### config.mk
export PLATFORM = sky130hd
export DESIGN_NAME = reg_file_mp
export DESIGN_NICKNAME = d
export VERILOG_FILES = /design/src/rtl/risc16_pkg.sv /design/src/rtl/reg_file_rd_port.sv /design/src/rtl/reg_file_mp.sv
export SDC_FILE = /design/constraint.sdc
export NUM_CORES = 1
export LEC_CHECK = 0
export ABC_AREA = 1
export BUFFER_PORTS_ARGS = -buffer_cell sky130_fd_sc_hd__buf_2
export CAP_MARGIN = 0
export CELL_PAD_IN_SITES_DETAIL_PLACEMENT = 0
export CELL_PAD_IN_SITES_GLOBAL_PLACEMENT = 2
export CORE_MARGIN = 5
export CORE_UTILIZATION = 30
export CTS_BUF_LIST = sky130_fd_sc_hd__clkbuf_8
export CTS_CLUSTER_SIZE = 25
export DETAILED_ROUTE_END_ITERATION = 10
export PLACE_DENSITY = 0.78
export SETUP_SLACK_MARGIN = 0.3
export SLEW_MARGIN = 10
export SYNTH_ARGS = -nofsm -noshare
export SYNTH_HDL_FRONTEND = slang
export SYNTH_HIERARCHICAL = 1
export SYNTH_SLANG_ARGS = --single-unit
### constraint.sdc
create_clock -name i_clk -period 1.5 [get_ports i_clk]
set_input_delay 0.15 -clock i_clk [delete_from_list [all_inputs] [get_ports i_clk]]
set_output_delay 0.15 -clock i_clk [all_outputs]
set_load 0.01 [all_outputs]
### src/rtl/risc16_pkg.sv
// risc16_pkg -- shared constants and types for the pipelined RiSC-16 core.
//
// Contents:
//   WORD_LEN       data word width
//   REG_ADDR_LEN   register address width
//   REG_FILE_SIZE  number of architectural registers (2**REG_ADDR_LEN)
//   word_t         one data word
//   reg_addr_t     one register address
package risc16_pkg;

  localparam int WORD_LEN      = 16;
  localparam int REG_ADDR_LEN  = 3;
  localparam int REG_FILE_SIZE = 8;

  typedef logic [WORD_LEN-1:0]     word_t;
  typedef logic [REG_ADDR_LEN-1:0] reg_addr_t;

endpackage : risc16_pkg

### src/rtl/reg_file_rd_port.sv
// reg_file_rd_port -- one registered read port of the multi-ported register file.
//
// Selects the addressed register from the flattened storage, forces register 0
// to read as zero/not-busy and loads the result into output flops when the
// port is enabled; a disabled port holds its previous outputs.
//
// Optional feature, macro REG_FILE_BYPASS_EN: when defined, an enabled write
// to the addressed register in the same cycle is forwarded to the read
// (highest-indexed matching write port wins).
//
// Ports:
//   i_clk, i_rst_n   clock, asynchronous active-low reset
//   i_rd_en          read enable for this port
//   i_rd_addr        register address to read
//   i_regs           current storage contents (register 0 slot is zero)
//   i_busy_nxt       scoreboard value that holds after the current edge
//   i_wr_en/addr/data  write ports (bypass build only)
//   o_rd_data        registered read data
//   o_rd_busy        registered busy flag of the register read
module reg_file_rd_port
  import risc16_pkg::*;
#(
`ifdef REG_FILE_BYPASS_EN
  parameter int p_WR_PORTS      = 2,
`endif
  parameter int p_WORD_LEN      = WORD_LEN,
  parameter int p_REG_ADDR_LEN  = REG_ADDR_LEN,
  parameter int p_REG_FILE_SIZE = REG_FILE_SIZE
) (
  input  logic                                        i_clk,
  input  logic                                        i_rst_n,
  input  logic                                        i_rd_en,
  input  logic [p_REG_ADDR_LEN-1:0]                   i_rd_addr,
  input  logic [p_REG_FILE_SIZE-1:0][p_WORD_LEN-1:0]  i_regs,
  input  logic [p_REG_FILE_SIZE-1:0]                  i_busy_nxt,
`ifdef REG_FILE_BYPASS_EN
  input  logic [p_WR_PORTS-1:0]                       i_wr_en,
  input  logic [p_WR_PORTS*p_REG_ADDR_LEN-1:0]        i_wr_addr,
  input  logic [p_WR_PORTS*p_WORD_LEN-1:0]            i_wr_data,
`endif
  output logic [p_WORD_LEN-1:0]                       o_rd_data,
  output logic                                        o_rd_busy
);

  logic [p_WORD_LEN-1:0] rd_data_q, rd_data_d;
  logic                  rd_busy_q, rd_busy_d;

  // Next-state selection for the read data and busy flag of this port.
  always_comb begin
    rd_data_d = rd_data_q;
    rd_busy_d = rd_busy_q;
    if (i_rd_en) begin
      rd_data_d = i_regs[i_rd_addr];
`ifdef REG_FILE_BYPASS_EN
      // Later ports override earlier ones, matching the write priority.
      for (int w = 0; w < p_WR_PORTS; w++) begin
        if (i_wr_en[w] &&
            (i_wr_addr[w*p_REG_ADDR_LEN +: p_REG_ADDR_LEN] == i_rd_addr)) begin
          rd_data_d = i_wr_data[w*p_WORD_LEN +: p_WORD_LEN];
        end else begin
          // no forwarding from this write port
        end
      end
`endif
      // Busy includes this cycle's reservation/clear so issue sees the
      // state the register will actually be in.
      rd_busy_d = i_busy_nxt[i_rd_addr];
      // Register 0 is constant zero and never busy, even under bypass.
      if (i_rd_addr == {p_REG_ADDR_LEN{1'b0}}) begin
        rd_data_d = {p_WORD_LEN{1'b0}};
        rd_busy_d = 1'b0;
      end else begin
        // non-zero register: keep the selected values
      end
    end else begin
      // port idle: outputs hold
      rd_data_d = rd_data_q;
      rd_busy_d = rd_busy_q;
    end
  end

  // Output flops for this read port.
  always_ff @(posedge i_clk or negedge i_rst_n) begin
    if (!i_rst_n) begin
      rd_data_q <= {p_WORD_LEN{1'b0}};
      rd_busy_q <= 1'b0;
    end else begin
      rd_data_q <= rd_data_d;
      rd_busy_q <= rd_busy_d;
    end
  end

  assign o_rd_data = rd_data_q;
  assign o_rd_busy = rd_busy_q;

endmodule : reg_file_rd_port

### src/rtl/reg_file_mp.sv
// reg_file_mp -- multi-ported register file with busy scoreboard for the
// pipelined RiSC-16 core.
//
// p_RD_PORTS registered read ports, p_WR_PORTS write ports (highest-indexed
// port wins on an address collision), register 0 hard-wired to zero, and a
// per-register busy scoreboard set by reservations and cleared by writes.
// A reservation and a write to the same register in one cycle leave it busy.
//
// Optional feature, macro REG_FILE_BYPASS_EN: same-cycle write-to-read
// forwarding. Undefined (default): a same-cycle read sees the old value.
//
// Ports:
//   i_clk, i_rst_n          clock, asynchronous active-low reset
//   i_rd_en / i_rd_addr     per-port read enable / packed read addresses
//   o_rd_data / o_rd_busy   packed registered read data / busy flags
//   i_wr_en / i_wr_addr / i_wr_data   per-port write enable / address / data
//   i_rsv_en / i_rsv_addr   reserve (mark busy) a destination register
//   o_busy                  live scoreboard vector (bit 0 always 0)
module reg_file_mp
  import risc16_pkg::*;
#(
  parameter int p_WORD_LEN      = WORD_LEN,
  parameter int p_REG_ADDR_LEN  = REG_ADDR_LEN,
  parameter int p_REG_FILE_SIZE = REG_FILE_SIZE,
  parameter int p_RD_PORTS      = 3,
  parameter int p_WR_PORTS      = 2
) (
  input  logic                                 i_clk,
  input  logic                                 i_rst_n,
  input  logic [p_RD_PORTS-1:0]                i_rd_en,
  input  logic [p_RD_PORTS*p_REG_ADDR_LEN-1:0] i_rd_addr,
  output logic [p_RD_PORTS*p_WORD_LEN-1:0]     o_rd_data,
  output logic [p_RD_PORTS-1:0]                o_rd_busy,
  input  logic [p_WR_PORTS-1:0]                i_wr_en,
  input  logic [p_WR_PORTS*p_REG_ADDR_LEN-1:0] i_wr_addr,
  input  logic [p_WR_PORTS*p_WORD_LEN-1:0]     i_wr_data,
  input  logic                                 i_rsv_en,
  input  logic [p_REG_ADDR_LEN-1:0]            i_rsv_addr,
  output logic [p_REG_FILE_SIZE-1:0]           o_busy
);

  logic [p_REG_FILE_SIZE-1:0][p_WORD_LEN-1:0] regs_q, regs_d;
  logic [p_REG_FILE_SIZE-1:0]                 busy_q, busy_d;

  // Write decode: later ports are applied last so the highest index wins.
  always_comb begin
    regs_d = regs_q;
    for (int w = 0; w < p_WR_PORTS; w++) begin
      if (i_wr_en[w]) begin
        regs_d[i_wr_addr[w*p_REG_ADDR_LEN +: p_REG_ADDR_LEN]] =
          i_wr_data[w*p_WORD_LEN +: p_WORD_LEN];
      end else begin
        // idle write port leaves storage unchanged
      end
    end
    // Writes to register 0 are discarded; its slot stays constant zero.
    regs_d[0] = {p_WORD_LEN{1'b0}};
  end

  // Scoreboard next state: clears first, then the reservation, so a
  // same-cycle reserve of a written register leaves it busy.
  always_comb begin
    busy_d = busy_q;
    for (int w = 0; w < p_WR_PORTS; w++) begin
      if (i_wr_en[w]) begin
        busy_d[i_wr_addr[w*p_REG_ADDR_LEN +: p_REG_ADDR_LEN]] = 1'b0;
      end else begin
        // idle write port clears nothing
      end
    end
    if (i_rsv_en) begin
      busy_d[i_rsv_addr] = 1'b1;
    end else begin
      // no reservation this cycle
    end
    busy_d[0] = 1'b0;
  end

  // Storage and scoreboard flops.
  always_ff @(posedge i_clk or negedge i_rst_n) begin
    if (!i_rst_n) begin
      regs_q <= {(p_REG_FILE_SIZE*p_WORD_LEN){1'b0}};
      busy_q <= {p_REG_FILE_SIZE{1'b0}};
    end else begin
      regs_q <= regs_d;
      busy_q <= busy_d;
    end
  end

  assign o_busy = busy_q;

  for (genvar k = 0; k < p_RD_PORTS; k++) begin : g_rd_port
    reg_file_rd_port #(
`ifdef REG_FILE_BYPASS_EN
      .p_WR_PORTS      (p_WR_PORTS),
`endif
      .p_WORD_LEN      (p_WORD_LEN),
      .p_REG_ADDR_LEN  (p_REG_ADDR_LEN),
      .p_REG_FILE_SIZE (p_REG_FILE_SIZE)
    ) u_rd_port (
      .i_clk      (i_clk),
      .i_rst_n    (i_rst_n),
      .i_rd_en    (i_rd_en[k]),
      .i_rd_addr  (i_rd_addr[k*p_REG_ADDR_LEN +: p_REG_ADDR_LEN]),
      .i_regs     (regs_q),
      .i_busy_nxt (busy_d),
`ifdef REG_FILE_BYPASS_EN
      .i_wr_en    (i_wr_en),
      .i_wr_addr  (i_wr_addr),
      .i_wr_data  (i_wr_data),
`endif
      .o_rd_data  (o_rd_data[k*p_WORD_LEN +: p_WORD_LEN]),
      .o_rd_busy  (o_rd_busy[k])
    );
  end

endmodule : reg_file_mp

; Word-level counts from Yosys, hierarchy flattened
; Index checks and enable logic that the tools add are counted.
[totals]
regBits = 170
input_bits = 58
output_inout_bits = 59
elab_cells = 69
[classes]
magnitude_cmp = 9
mux = 35
bitwise = 5
n_reduce_logical = 6
[op_table]
columns = cell, n
row1 = $bwmux 128, 2
row2 = $mux 128, 2
row3 = $bmux 16 s3, 3
row4 = $mux 16, 8
row5 = $demux 16 s3, 2
row6 = $lt 3x4->1 const B, 6
row7 = $mux 8, 3
row8 = $and 8x8->8, 2
row9 = $not 8->8, 2
row10 = $bmux 1 s3, 3
row11 = $demux 1 s3, 3
row12 = $ge 3x1->1 const B, 3
row13 = $logic_not 3->1, 3
row14 = $mux 1, 9
row15 = $or 8x8->8, 1
row16 = $logic_and 1x1->1, 3

; Logic depth before layout (Yosys ltp)
; Gate-level depths: netlist of run 1.
[depth]
word_depth = 14
depth_mapped = 12
ltp_nobuf = 11

; By module
; Netlist of run 1, hierarchy kept.
[modules_own_cells]
columns = module, n_inst, cells_per_inst, area_per_inst_um2, seq_area_each_um2
row1 = reg_file_mp, 1, 913, 6485.0, 2977.9
row2 = reg_file_rd_port, 3, 364, 1881.8, 425.4

; Worst setup path before layout of run 1
; No wires, ideal clock.
[synth_path]
path_type = input to register
from = in i_wr_en[0]
to = reg g_rd_port[0].u_rd_port.rd_busy_q
setup_ps = 118
arrival_ps = 1180
required_ps = 1382
setup_slack_ps = 203
path_stages = 12
n_path_buf = 1
path_cell_list = inv_1 -> nor2_4 -> nand2_4 -> buf_6 -> nand3_1 -> o21ai_0 -> nor2_1 -> nor2_1 -> nand2_1 -> nand3_1 -> nand3b_1 -> nand2_1
[synth_between]
elab_chain_cells = 8
[synth_rtl]
columns = item, line_no
row1 = "start, declared", reg_file_mp.sv:34  ; input logic [p_WR_PORTS-1:0] i_wr_en,
row2 = $mux 8 (*), reg_file_mp.sv:65  ; if (i_wr_en[w]) begin
row3 = $and 8x8->8 (no source line), -
row4 = $mux 8 (*), reg_file_mp.sv:65
row5 = $or 8x8->8 (no source line), -
row6 = $mux 8 (*), reg_file_mp.sv:71  ; if (i_rsv_en) begin
row7 = named net busy_d[4], reg_file_mp.sv:43  ; logic [p_REG_FILE_SIZE-1:0] busy_q, busy_d;
row8 = $bmux 1 s3 (*), reg_file_rd_port.sv:67  ; rd_busy_d = i_busy_nxt[i_rd_addr];
row9 = $mux 1 (implied by the code) (*), reg_file_rd_port.sv:67
row10 = $mux 1 (*), reg_file_rd_port.sv:69  ; if (i_rd_addr == {p_REG_ADDR_LEN{1'b0}}) begin
row11 = "end signal, assigned", reg_file_rd_port.sv:89  ; rd_busy_q <= rd_busy_d;
row12 = "end, declared", reg_file_rd_port.sv:46  ; logic rd_busy_q, rd_busy_d;
; Mark *: on every way through the listed nets, which the timed path passes. The rest lies on a longest branch. The select of a mux whose other input is x is not followed.
; A chain may end at the register's enable or synchronous reset.

; Final worst setup path of run 1
[layout_path]
from = reg busy_q[3] (netlist: o_busy[3])
to = out o_busy[3]
[layout_lines]
columns = item, line_no
row1 = "start, declared", reg_file_mp.sv:43
row2 = "start signal, assigned", reg_file_mp.sv:83  ; busy_q <= {p_REG_FILE_SIZE{1'b0}};
row3 = "start signal, assigned", reg_file_mp.sv:86  ; busy_q <= busy_d;
row4 = "end, declared", reg_file_mp.sv:39  ; output logic [p_REG_FILE_SIZE-1:0] o_busy
; No word-level cell between the ends.

==> results of run 1 <==
[placed cells by master, fill, tap and decap left out, types with 2 or more instances in the layout]
| master | count |
|---|---|
| a21oi_1 | 51 |
| buf_12 | 19 |
| buf_2 | 106 |
| buf_4 | 102 |
| buf_6 | 11 |
| clkbuf_8 | 19 |
| clkinv_2 | 2 |
| clkinv_4 | 4 |
| clkinvlp_4 | 2 |
| dfrtp_1 | 166 |
| dfrtp_2 | 4 |
| dlygate4sd3_1 | 17 |
| inv_1 | 271 |
| inv_2 | 22 |
| inv_6 | 2 |
| inv_8 | 2 |
| nand2_1 | 879 |
| nand2_2 | 9 |
| nand2_4 | 6 |
| nand3_1 | 335 |
| nand3_2 | 7 |
| nand3b_1 | 24 |
| nor2_1 | 106 |
| nor2_2 | 6 |
| nor2_4 | 11 |
| o21ai_4 | 4 |
[kinds of logic after synthesis]
group	count (synthesis)	synth area share, %
flip-flops	170	35.1
AO/OA/AOI/OAI	57	2.35
other	1	0.0309
AND/OR/NAND/NOR	1384	48.4
buffers and inverters	393	14.2
[flip-flops by register name, summed over array words and instances (netlist names)]
signal / count
regs_q: 112
g_rd_port.u_rd_port/o_rd_busy: 3
g_rd_port.u_rd_port/o_rd_data: 48
o_busy: 7
[final timing paths]
path	from	endpoint	depth (start not counted)
max	o_busy[3]	o_busy[3]	2
min	i_wr_data[5]	regs_q[117]	5
max reg2reg	o_busy[4]	g_rd_port[2].u_rd_port/o_rd_busy	8
min reg2reg	g_rd_port[2].u_rd_port/o_rd_data[3]	g_rd_port[2].u_rd_port/o_rd_data[3]	2
max in group asynchronous	i_rst_n	g_rd_port[1].u_rd_port/o_rd_data[14]	3
min in group asynchronous	i_rst_n	regs_q[111]	2
[timing repair]
item / CTS / global route
hold buffers: 17 / 0
endpoints found under the setup margin: 61 / 69
pin swaps: 3 / 14
resized for setup: 5 / 27
endpoints found under the hold margin: 282 / 0
setup buffers: 26 / 8
[power breakdown]
part	total [mW]	internal (mW)	switching, mW
sequential	7.06	5.48	1.58
clock	3.37	1.41	1.96
combinational	4.77	1.93	2.84
[per-stage QoR]
step / setup WS [ps] / TNS (ps) / cell area [sq um] / utilization, %
after floorplan: 279 / 0 / 12200 / -
after global placement: -8.14 / -8.14 / 13700 / 34.3
after detailed placement: -15.3 / -15.3 / 13700 / 34.3
after CTS: 154 / 0 / 14500 / 36.2
after global routing: 132 / 0 / 14600 / 36.7
final: 176 / 0 / 14600 / 36.7
[layout make-up]
type	count	area, sq um
Fill cell	4391	25300
Multi-Input combinational cell	1442	6250
Sequential cell	170	4260
Timing Repair Buffer	255	1970
Inverter	295	1120
Tap cell	525	657
Clock buffer	19	262
Clock inverter	12	118
[worst max-delay path: stages (launching register included)]
cell and delay (ps):
dfrtp_1 400, buf_4 160, buf_6 120
[metal layers]
metal	vias up	global-route usage, %
met1	6194	38.1
met5	-	0
met4	0	5.23
met2	455	34.1
li1	6442	-
met3	37	3.62
==> key figures, run 1 <==
Status
  – Outcome: finished, final reports clean

Timing
  – Final min period: 1320 ps
  – Period utilisation layout: 88.3%
  – F_max: 755 MHz
  – Final Hold Slack: 75.7 ps
  – Final setup violation count: 0
  – Pins over their slew limit: 0
  – Worst Skew: 19.1 ps
  – RSZ-0062 raised after global routing: true
  – Count of final hold-check violations: 0

Die
  – Die area: 0.0446 sq mm
  – Starting density of the core: 30.4%
  – Die Y: 211 um
  – Core area: 0.0399 sq mm
  – Number of core rows: 73
  – I/O pin count: 117
  – Chip Width: 211 um

Routing
  – Via density: 4.83
  – Initial DRC count: 1140
  – Antenna-violating nets left: 0
  – Avg WL per Cell: 19.9 um
  – First-pass iteration count of the detailed router: 5
  – Detailed Route WL: 54.0 mm
  – Max layer used: met4
  – Met2 wire length: 22.3 mm
  – Routed length on met1: 27.4 mm
  – Via count: 13.1k
  – Routed wl met3: 3.72 mm
  – # DRC: 0

Cells and area
  – Final #Nets: 2239
  – Antenna diode count: 0
  – Layout area overhead: 20.7%
  – Share of cells above drive strength 1: 15.5%
  – Fin cells: 2718

Clocking
  – TritonCTS Sinks: 170
  – Worst skew pair latency: 500 ps
  – H-tree levels: 4
  – Total clock buffers created by CTS: 17
  – Longest Clk Path Bufs: 2
  – Reg clk slew, reported paths: 100 ps
  – Root Buffer: clkbuf_8
  – CTS tree: done

Logic synthesis
  – Ys async rst share: 100%
  – #FFs+latches synth: 170
  – Syn_area_per_cell: 6.05 sq um
  – Share of the synthesized area in the top cell type: 35.1%
  – Synth area leaders: dfrtp_1 (35%), nand2_1 (27%), nand3_1 (14%)
  – Cells after Synth: 2005
  – Commonest cells post-synth: nand2_1 (881), nand3_1 (341), inv_1 (271), dfrtp_1 (170), nor2_1 (110)
  – Top-count cell post-synth: nand2_1
  – Post-synth EDFFs: 0
  – Synth unique cells: 24
  – Synth area leader: dfrtp_1
  – Seq/Total Area, Yosys: 35.1%
  – Syn. warnings: 6
  – Mapped Nets: 2063
  – Top FF cell, synth: dfrtp_1
  – Mapped Area: 0.0121 sq mm

Critical path
  – Arrival time worst endpoint: 1170 ps
  – Kind of critical path: reg2out
  – Crit path required time: 1350 ps
  – Kind of launch point of the worst setup path: flip-flop
  – Critical Path Sink Type: output pin
  – Flop2flop setup slack: 230 ps
  – Crit-path max FO: 2

Place
  – Global placement routability congestion: 0.910
  – Detail Placement HPWL: 39.0 mm
  – IO Port Bufs: 115
  – Dpl cells: 2636

Global routing
  – Congestion Overflow GR: 0
  – Vias in the first global route: 12.1k
  – Initial antenna violation count: 0
  – Largest net degree at the start of global routing: 57
  – Tot GR Track Use: 24.0%
  – First-pass GRT wire length: 80.3 mm

Power
  – Worst VDD drop: 0.000501 V
  – Pwr dens: 1040 mW/mm^2
  – Leak Pwr: 8.36 nW
  – Tot Pwr: 15.2 mW

Job
  – Max-cap violations: 0

Hold path
  – Hold Crit Class: in2reg
No activity file was read; power rests on OpenSTA's default activity.
==> run 2, diff against run 1 <==
- PLACE_DENSITY: 0.78 -> unset
- PLACE_DENSITY_LB_ADDON: unset -> 0.12
==> key figures, run 2 (synthesis results as in run 1) <==
Timing
  – Worst-Margin Slew: 573 ps
  – Final setup violation count: 0 (unchanged)
  – Count of final hold-check violations: 0 (unchanged)
  – Pins over their slew limit: 0 (unchanged)
  – Relative slew slack: 61.8%
  – Worst Skew: 15.2 ps (-3.91 ps)
  – Setup TNS: 0 ps (unchanged)
  – RSZ-0062 raised after global routing: true
  – Final setup margin: 221 ps (+45.2 ps)
  – F_max: 782 MHz (+3.5%)
  – Final min period: 1280 ps (-45.2 ps)
  – Period utilisation layout: 85.2% (-3.0 points)

Cells and area
  – Antenna diode count: 0 (unchanged)
  – Reg area: 0.00427 sq mm (+0.29%)
  – Design area: 0.0146 sq mm (-0.33%)
  – Area of the multi-input gates: 0.00624 sq mm (-0.20%)
  – Largest register FFs: 112 (unchanged)
  – # fillers: 4409 (+0.41%)
  – Commonest non-fill, non-tap cell in the layout: nand2_1
  – Layout area overhead: 20.3%
  – Final #Nets: 2248 (+0.40%)
  – Share of cells above drive strength 1: 16.0% (+0.43 points)
  – Commonest non-fill, non-tap cells in the layout: nand2_1 (881), nand3_1 (337), inv_1 (273)
  – Top reg by flops: regs_q

Global routing
  – Largest net degree at the start of global routing: 63 (+11%)
  – Congestion Overflow GR: 0 (unchanged)
  – First-pass GRT wire length: 81.5 mm (+1.4%)
  – Vias in the first global route: 12.0k (-1.3%)
  – Tot GR Track Use: 24.6% (+0.57 points)
  – Initial antenna violation count: 0 (unchanged)

Hold path
  – Hold_sp: i_rsv_addr[2]
  – Hold Crit Class: in2reg
  – Hold Crit Depth: 3 (-2)
  – Worst Hold Path EP: o_busy[7]

Critical path
  – Arrival time worst endpoint: 1130 ps (-40 ps)
  – Crit-path max cell delay: 450 ps (+50 ps)
  – FF-to-FF End: g_rd_port[0].u_rd_port/o_rd_busy
  – Crit-path max FO: 2 (unchanged)
  – WP buf/inv: 1 (-1)
  – Worst path cell trace: buf_2
  – Crit path required time: 1350 ps (about the same)
  – Kind of launch point of the worst setup path: flip-flop
  – Worst Reg-to-Reg Cells: 8 (unchanged)
  – Kind of critical path: reg2out
  – Crit-path leading delay family: flip-flops
  – Flop2flop setup slack: 280 ps (+50 ps)
  – Slowest cell on the critical path: dfrtp_1
  – Critical Path Sink Type: output pin
  – Worst reg2reg path startpoint: o_busy[4]

Routing
  – # DRC: 0 (unchanged)
  – Via density: 4.80 (-0.65%)
  – Detailed Route WL: 55.6 mm (+3.0%)
  – Antenna-violating nets left: 0 (unchanged)
  – Via count: 13.1k (-0.29%)
  – Initial DRC count: 953 (-16%)
  – Avg WL per Cell: 20.4 um (+2.6%)
  – First-pass iteration count of the detailed router: 5 (unchanged)

Clocking
  – Root Buffer: clkbuf_8
  – Total clock buffers created by CTS: 17 (unchanged)
  – H-tree levels: 4 (unchanged)
  – TritonCTS Sinks: 170 (unchanged)
  – Worst skew pair latency: 520 ps (+20 ps)
  – CTS tree: done
  – Reg clk slew, reported paths: 100 ps (about the same)
  – Longest Clk Path Bufs: 2 (unchanged)

Place
  – Global placement routability congestion: 0.857 (-5.9%)
  – IO Port Bufs: 115 (unchanged)
  – DP Area: 0.0135 sq mm (-1.3%)
  – DP Worst Slack: 39.2 ps (+54.5 ps)
  – Detail Placement HPWL: 40.2 mm (+3.1%)

Power
  – Pwr dens: 1060 mW/mm^2 (+1.7%)
  – Leak Pwr: 8.36 nW (about the same)
  – Worst VDD drop: 0.000578 V (+15%)

Die
  – I/O pin count: 117 (unchanged)
  – Die Y: 211 um (unchanged)
  – Number of core rows: 73 (unchanged)
  – Die area: 0.0446 sq mm (unchanged)
  – Core area: 0.0399 sq mm (unchanged)
  – Chip Width: 211 um (unchanged)
  – Starting density of the core: 30.4% (unchanged)

Job
  – Max-cap violations: 0 (unchanged)

Status
  – Outcome: finished, final reports clean
-- run 2: changes by cell type in the layout (fill, tap and decap cells not counted), sizes merged --
cell / change
inv: +2
clkinv: -1
buf: +8
dlygate4sd3: +1
-- run 2: timing repair --
item	in CTS	in global routing
hold buffers	18	0
cloned	0	0
endpoints found under the hold margin	283	0
setup endpoints to repair	61	75
resized for setup	15	24
pin swaps	5	3
setup buffers	36	11
-- run 2: through the flow --
step	cells	util [%]	hold WS, ps	power (mW)
after global routing	2728	36.6	43.0	16.4
after floorplan	2005	-	-146	9.22
after detailed placement	2631	33.9	220	11.5
after CTS	2717	36.2	17.4	15.3
final	2728	36.6	56.9	15.4
after global placement	2631	33.9	230	11.5
-- run 2: worst reg2reg max path: stages (launching register included) --
cell and delay (ps):
dfrtp_2 470, nand3_2 120, o21ai_4 90, nor2_1 120, nor2_1 50, nand2_1 70, nand3_1 60, nand3b_1 100
nand2_1 50
-- run 2: how the worst max path moves through the flow --
stage                                       end  cells past startpoint  slack [ps]        from
2_1_floorplan  g_rd_port[0].u_rd_port/o_rd_busy                     12         280  i_wr_en[0]
4_1_cts                               o_busy[4]                      1         180   o_busy[4]
3_5_place_dp   g_rd_port[1].u_rd_port/o_rd_busy                     12          40  i_wr_en[0]
5_1_grt                               o_busy[6]                      1         180   o_busy[6]
6_report                              o_busy[6]                      1         220   o_busy[6]
3_3_place_gp   g_rd_port[2].u_rd_port/o_rd_busy                     12          30  i_wr_en[0]
-- run 2: routing by layer --
metal  up-vias  GRT usage, %  wire length, um
met5         -             0                0
met4         0          6.33             1020
met3        61          3.83             3200
met2       394          33.5            22200
met1      6163          39.7            29200
li1       6472             -                -
-- run 2: power breakdown --
group	internal [mW]	switching [mW]
Sequential	5.50	1.68
Combinational	1.96	2.83
Clock	1.42	2.03
-- run 2: area by class of cell --
| type | instances | area share (%) |
|---|---|---|
| inverters | 295 | 7.67 |
| repair buffers | 264 | 13.1 |
| flip-flops and latches | 170 | 29.3 |
| well taps | 525 | 4.50 |
| multi-input cells | 1442 | 42.8 |
| clock buffers | 19 | 1.79 |
| clock inverters | 13 | 0.840 |
